[config.mk]
export PLATFORM = sky130hd
export DESIGN_NAME = pulse_accum_flat
export DESIGN_NICKNAME = d
export VERILOG_FILES = /design/src/rtl/pulse_accum_pkg.sv /design/src/rtl/pulse_accum_if.sv /design/src/rtl/pulse_accum_win_timer.sv /design/src/rtl/pulse_accum.sv /design/src/flat_wrapper.sv
export SDC_FILE = /design/constraint.sdc
export NUM_CORES = 1
export LEC_CHECK = 0
export ABC_CLOCK_PERIOD_IN_PS = 3400
export CAP_MARGIN = 5
export CELL_PAD_IN_SITES_DETAIL_PLACEMENT = 0
export CELL_PAD_IN_SITES_GLOBAL_PLACEMENT = 1
export CORE_ASPECT_RATIO = 1.4
export CORE_UTILIZATION = 44
export CTS_CLUSTER_SIZE = 14
export DETAILED_ROUTE_END_ITERATION = 8
export PLACE_DENSITY = 0.84
export SETUP_SLACK_MARGIN = 0.15
export SLEW_MARGIN = 20
export SYNTH_ARGS = -nofsm -noshare
export SYNTH_HDL_FRONTEND = slang
export SYNTH_SLANG_ARGS = --single-unit
[constraint.sdc]
create_clock -name clk -period 3.4 [get_ports clk]
set_input_delay 0.34 -clock clk [delete_from_list [all_inputs] [get_ports clk]]
set_output_delay 0.34 -clock clk [all_outputs]
set_load 0.01 [all_outputs]
[src/rtl/pulse_accum_pkg.sv]
// Shared definitions for the pulse accumulator: FSM state encoding and
// the default window length and count width.
package pulse_accum_pkg;

  localparam int WINDOW_CYCLES_DEF = 16;
  localparam int CNT_W_DEF         = 4;

  typedef enum logic [1:0] {
    IDLE   = 2'd0,
    COUNT  = 2'd1,
    REPORT = 2'd2
  } state_t;

endpackage

[src/rtl/pulse_accum_if.sv]
// Detection-pulse input plus report handshake between the accumulator
// (slave) and whoever feeds pulses and consumes reports (master).
interface pulse_accum_if
  import pulse_accum_pkg::*;
#(
  parameter int CNT_W = CNT_W_DEF
);

  logic             pulse_i;
  logic             ready_i;
  logic             valid_o;
  logic [CNT_W-1:0] cnt_o;
  logic             sat_o;
  logic             lost_o;

  modport master (
    output pulse_i, ready_i,
    input  valid_o, cnt_o, sat_o, lost_o
  );

  modport slave (
    input  pulse_i, ready_i,
    output valid_o, cnt_o, sat_o, lost_o
  );

endinterface

[src/rtl/pulse_accum_win_timer.sv]
// Window timer: counts enabled cycles from zero; done flags the edge at
// which the count reaches WINDOW_CYCLES.
module win_timer
  import pulse_accum_pkg::*;
#(
  parameter int WINDOW_CYCLES = WINDOW_CYCLES_DEF
) (
  input  logic clk,
  input  logic reset,
  input  logic clear,
  input  logic enable,
  output logic done
);

  localparam logic [7:0] LAST = 8'(WINDOW_CYCLES - 1);

  logic [7:0] timer;

  // High during the cycle whose closing edge takes the timer to WINDOW_CYCLES.
  assign done = enable && (timer == LAST);

  // NOTE: sequential state uses non-blocking assignments; reset is sampled
  // on the clock edge (synchronous, active-low), so it sits inside the edge branch.
  always_ff @(posedge clk) begin
    if (!reset || clear) begin
      timer <= '0;
    end else if (enable) begin
      timer <= timer + 8'd1;
    end
  end

endmodule

[src/rtl/pulse_accum.sv]
// Counts detection pulses over a fixed window opened by the first pulse,
// then holds a saturating count report until the consumer accepts it.
module pulse_accum
  import pulse_accum_pkg::*;
#(
  parameter int WINDOW_CYCLES = WINDOW_CYCLES_DEF,
  parameter int CNT_W         = CNT_W_DEF
) (
  input  logic           clk,
  input  logic           reset,
  pulse_accum_if.slave   bus
);

  localparam logic [CNT_W-1:0] CNT_MAX = '1;
  localparam logic [CNT_W-1:0] CNT_ONE = CNT_W'(1);

  state_t           state;
  logic [CNT_W-1:0] count;
  logic             sat;
  logic [CNT_W-1:0] count_next;
  logic             sat_next;
  logic             done;

  win_timer #(.WINDOW_CYCLES(WINDOW_CYCLES)) u_win_timer (
    .clk    (clk),
    .reset  (reset),
    .clear  (state != COUNT),
    .enable (state == COUNT),
    .done   (done)
  );

  // NOTE: every always_comb output gets a default first so no latch is inferred.
  always_comb begin
    count_next = count;
    sat_next   = sat;
    if (bus.pulse_i) begin
      if (count == CNT_MAX) sat_next = 1'b1;
      else                  count_next = count + CNT_ONE;
    end
  end

  always_ff @(posedge clk) begin
    if (!reset) begin
      state       <= IDLE;
      count       <= '0;
      sat         <= 1'b0;
      bus.valid_o <= 1'b0;
      bus.cnt_o   <= '0;
      bus.sat_o   <= 1'b0;
      bus.lost_o  <= 1'b0;
    end else begin
      case (state)
        IDLE: begin
          if (bus.pulse_i) begin
            state <= COUNT;
            count <= CNT_ONE;
            sat   <= 1'b0;
          end
        end

        COUNT: begin
          if (done) begin
            // The pulse sampled on the closing edge is part of the report.
            state       <= REPORT;
            bus.valid_o <= 1'b1;
            bus.cnt_o   <= count_next;
            bus.sat_o   <= sat_next;
            count       <= '0;
            sat         <= 1'b0;
          end else begin
            count <= count_next;
            sat   <= sat_next;
          end
        end

        REPORT: begin
          if (bus.ready_i) begin
            bus.valid_o <= 1'b0;
            bus.cnt_o   <= '0;
            bus.sat_o   <= 1'b0;
            count       <= '0;
            sat         <= 1'b0;
            // A pulse coinciding with the handshake opens the next window.
            if (bus.pulse_i) begin
              state <= COUNT;
              count <= CNT_ONE;
            end else begin
              state <= IDLE;
            end
          end else if (bus.pulse_i) begin
            bus.lost_o <= 1'b1;
          end
        end

        default: state <= IDLE;
      endcase
    end
  end

endmodule

[src/flat_wrapper.sv]
// flat-port wrapper written by rule: the top's interface ports become plain ports
module pulse_accum_flat import pulse_accum_pkg::*;
#(
  parameter int WINDOW_CYCLES = WINDOW_CYCLES_DEF,
  parameter int CNT_W         = CNT_W_DEF
)
  (clk, reset, bus_pulse_i, bus_ready_i, bus_valid_o, bus_cnt_o, bus_sat_o, bus_lost_o);
  pulse_accum_if #(.CNT_W(CNT_W)) bus_i ();
  input  logic clk;
  input  logic reset;
  input wire logic [$bits(bus_i.pulse_i)-1:0] bus_pulse_i;
  input wire logic [$bits(bus_i.ready_i)-1:0] bus_ready_i;
  output wire logic [$bits(bus_i.valid_o)-1:0] bus_valid_o;
  output wire logic [$bits(bus_i.cnt_o)-1:0] bus_cnt_o;
  output wire logic [$bits(bus_i.sat_o)-1:0] bus_sat_o;
  output wire logic [$bits(bus_i.lost_o)-1:0] bus_lost_o;
  assign bus_i.pulse_i = bus_pulse_i;
  assign bus_i.ready_i = bus_ready_i;
  assign bus_valid_o = bus_i.valid_o;
  assign bus_cnt_o = bus_i.cnt_o;
  assign bus_sat_o = bus_i.sat_o;
  assign bus_lost_o = bus_i.lost_o;
  pulse_accum #(.WINDOW_CYCLES(WINDOW_CYCLES), .CNT_W(CNT_W)) u_core (.clk(clk), .reset(reset), .bus(bus_i));
endmodule
==> results_dict.tcl <==
set metrics [dict create \
    clock_power_share 0.260 \
    vdd_drop_max_v 0.000392 \
    final_hold_viol_count 0 \
    status "completed" \
    synth.avg_cell_area_um2 8.72 \
    swShare 0.343 \
    grt_overflow 0 \
    post_drt_via_cell_ratio 5.85 \
    yosys_register_bits 22 \
    power.internal_mw 0.514 \
    die_y_um 61.1 \
    rows 21 \
    fin_nets 151 \
    seq_area_frac_synth 0.401 \
    cts.clk_slew.worst_paths_ns 0.13 \
    holdBufCountCts 0 \
    worstSetupStartpointType "register" \
    slew_viol_final 0 \
    drtIter0Drc 19 \
    slew_headroom 0.680 \
    tightest_slew_ns 0.478 \
    leakagePower_nw 0.464 \
    place_inst 157 \
    crit_arrival_ns 2.20 \
    cts_tree "yes" \
    p_sw_mw 0.269 \
    cp_slowest_cell "dfxtp_1" \
    crit_start "u_core.state[0]$_SDFFE_PN0P_" \
    min_path_type "reg2reg" \
    yosysUniqueCellTypes 32 \
    rsz0062_at_grt "false" \
    cts_buffer_depth 2 \
    worstReg2RegEnd "u_core.count[1]$_SDFFE_PN0P_" \
    dp_hpwl_um 1740 \
    cp_max_fo 9 \
    layout_min_cycle_time_ns 1.97 \
    wirelength_um 2260 \
    busiest_layer "met2" \
    yosysWarnings 0 \
    r2r_cells 6 \
    pin_count 11 \
    met3_usage 0.0176 \
    regToRegStartpoint "u_core.state[0]$_SDFFE_PN0P_" \
    initial_core_util 0.465 \
    mostFrequentLayoutCells "dfxtp_1 (22), nand2_1 (17), nor2_1 (11), clkdlybuf4s50_1 (10), ha_1 (8)" \
    r2r_setup_slack_ns 1.43 \
    syn_inst 126 \
    syn_to_final_growth_pct 15.8 \
    antenna_found_initial 0 \
    postRouteAntennaNets 0 \
    io_buffers 10 \
    drive_gt1_frac 0.0580 \
    tns_ns 0 \
    final_common_cell "dfxtp_1" \
    cts_buffers 3 \
    p_per_area_nw_per_um2 615 \
    dieArea_um2 2700 \
    drt_first_pass_iters 6 \
    crit_path_end_kind "register" \
    cts_setup_buffers 0 \
    die_x_um 44.2 \
    grt_pass1_wl_um 3730 \
    clk_latency_ns 0.31 \
    fin_cells 161 \
    pre_cts_ws_ns 1.33 \
    setup_viol 0 \
    p_seq_frac 0.403 \
    cts_max_level 1 \
    diodes 0 \
    netlist_area_um2 1100 \
    hold_slack_ns 0.460 \
    combPwrFrac 0.338 \
    syn_nets 138 \
    grt_max_degree 15 \
    core-area_um2 2360 \
    num_vias 942 \
    drc 0 \
    max-cap-violations 0 \
    clock_skew_ns 0.00186 \
    routedWlPerCell_um 14.0 \
    grt_pass1_vias 879 \
    clockRootBuffer "clkbuf_4" \
    critPathKind "reg2reg" \
    max_freq_ghz 0.507 \
    grt_usage 0.183 \
    cts_resized 0 \
    critPathMaxStageDelay_ns 0.45 \
    use_met1 0.212 \
    place_congestion 0.884 \
    clock-sinks 22 \
    use_met2 0.332 \
    required_ns 3.63 \
    min_period_over_period 0.580 \
    path_cells "inv_1 > ha_1 > nor2b_1 > nor3_2 > nand3_1 > o32ai_1" \
    setup_slack_ns 1.43 \
    cp-endpoint "u_core.count[1]$_SDFFE_PN0P_" \
]
through the flow:
step	power [mW]	utilization	area [µm²]
2_1_floorplan	0.507	-	1100
4_1_cts	0.786	0.538	1270
5_1_grt	0.836	0.538	1270
6_report	0.782	0.538	1270
3_5_place_dp	0.584	0.516	1220
3_3_place_gp	0.584	0.516	1220
power groups by stage:
stage               clock [mW]  combinational, mW  sequential (mW)
floorplan                    0              0.187            0.319
global placement             0              0.264            0.320
global route             0.219              0.298            0.320
CTS                      0.206              0.265            0.314
finish                   0.203              0.264            0.315
detailed placement           0              0.264            0.321
state kept, by name (all words and copies together), names as in the netlist:
register                  count
u_core.u_win_timer.timer      8
u_core.bus.cnt_o              4
u_core.count                  4
u_core.state                  2
u_core.bus.lost_o             1
u_core.bus.sat_o              1
u_core.bus.valid_o            1
u_core.sat                    1
cell usage after synthesis:
| cell | number | area, µm² |
|---|---|---|
| nand4_1 | 2 | 12.5 |
| xor2_1 | 2 | 17.5 |
| o21a_4 | 1 | 15.0 |
| mux2i_1 | 4 | 40.0 |
| nand3_1 | 7 | 35.0 |
| o32ai_1 | 4 | 35.0 |
| nor3_1 | 1 | 5.00 |
| nor2_1 | 11 | 41.3 |
| or3_1 | 2 | 12.5 |
| nor2b_1 | 4 | 25.0 |
| a41oi_1 | 1 | 8.76 |
| a211oi_1 | 1 | 7.51 |
| inv_1 | 3 | 11.3 |
| a2111o_1 | 1 | 11.3 |
| o22ai_1 | 1 | 6.26 |
| clkinv_1 | 1 | 3.75 |
| a21oi_1 | 7 | 35.0 |
| or4_4 | 1 | 11.3 |
| dfxtp_1 | 22 | 440 |
| clkbuf_1 | 2 | 7.51 |
| ha_1 | 8 | 100 |
| o41ai_1 | 1 | 8.76 |
| o211ai_1 | 2 | 15.0 |
| a31oi_1 | 2 | 12.5 |
| nand2_1 | 17 | 63.8 |
| and3_1 | 2 | 12.5 |
| xnor2_1 | 2 | 17.5 |
| o21ai_2 | 1 | 8.76 |
| nand3b_1 | 1 | 7.51 |
| nor3_2 | 1 | 10.0 |
| nand2b_1 | 4 | 25.0 |
| o21ai_0 | 7 | 35.0 |
per-layer routing:
layer / wire [µm] / vias up
met5: 0 / -
met4: 51 / 0
met3: 48 / 6
met2: 1170 / 15
met1: 992 / 443
li1: - / 478
logic make-up after synthesis:
family	Yosys count	share of synthesized area
AOI/OAI and AO/OA	29	0.181
xor gates and xnor gates	4	0.0319
adders and majority gates	8	0.0911
buffers and inverters	6	0.0205
DFF	22	0.401
muxes	4	0.0364
and+or+nand+nor	53	0.238
worst min path at each step:
stage / startpoint / to / slack [ns] / depth (start not counted)
floorplan: u_core.u_win_timer.timer[0]$_SDFFE_PP0N_ / u_core.u_win_timer.timer[0]$_SDFFE_PP0N_ / 0.42 / 1
global placement: u_core.u_win_timer.timer[0]$_SDFFE_PP0N_ / u_core.u_win_timer.timer[0]$_SDFFE_PP0N_ / 0.43 / 1
detailed placement: u_core.u_win_timer.timer[0]$_SDFFE_PP0N_ / u_core.u_win_timer.timer[0]$_SDFFE_PP0N_ / 0.44 / 1
CTS: u_core.u_win_timer.timer[0]$_SDFFE_PP0N_ / u_core.u_win_timer.timer[0]$_SDFFE_PP0N_ / 0.46 / 1
global route: u_core.u_win_timer.timer[0]$_SDFFE_PP0N_ / u_core.u_win_timer.timer[0]$_SDFFE_PP0N_ / 0.47 / 1
finish: u_core.u_win_timer.timer[0]$_SDFFE_PP0N_ / u_core.u_win_timer.timer[0]$_SDFFE_PP0N_ / 0.46 / 1
area by class of cell:
type	instances	area, µm²
clock buffer	3	22.5
tap	23	28.8
inverter	4	15.0
sequential	22	440
clock inverter	1	30.0
fill	229	1090
multi-input combinational	98	636
timing repair buffer	10	100
worst max-delay path: cells and delay by family, from the launching register on:
family / cells / cell delay, ns
fa+ha+maj: 1 / 0.27
compound gates: 1 / 0.30
flops: 1 / 0.45
buf+inv: 1 / 0.09
simple gates: 3 / 0.77
(Power assumes the default switching activity.)
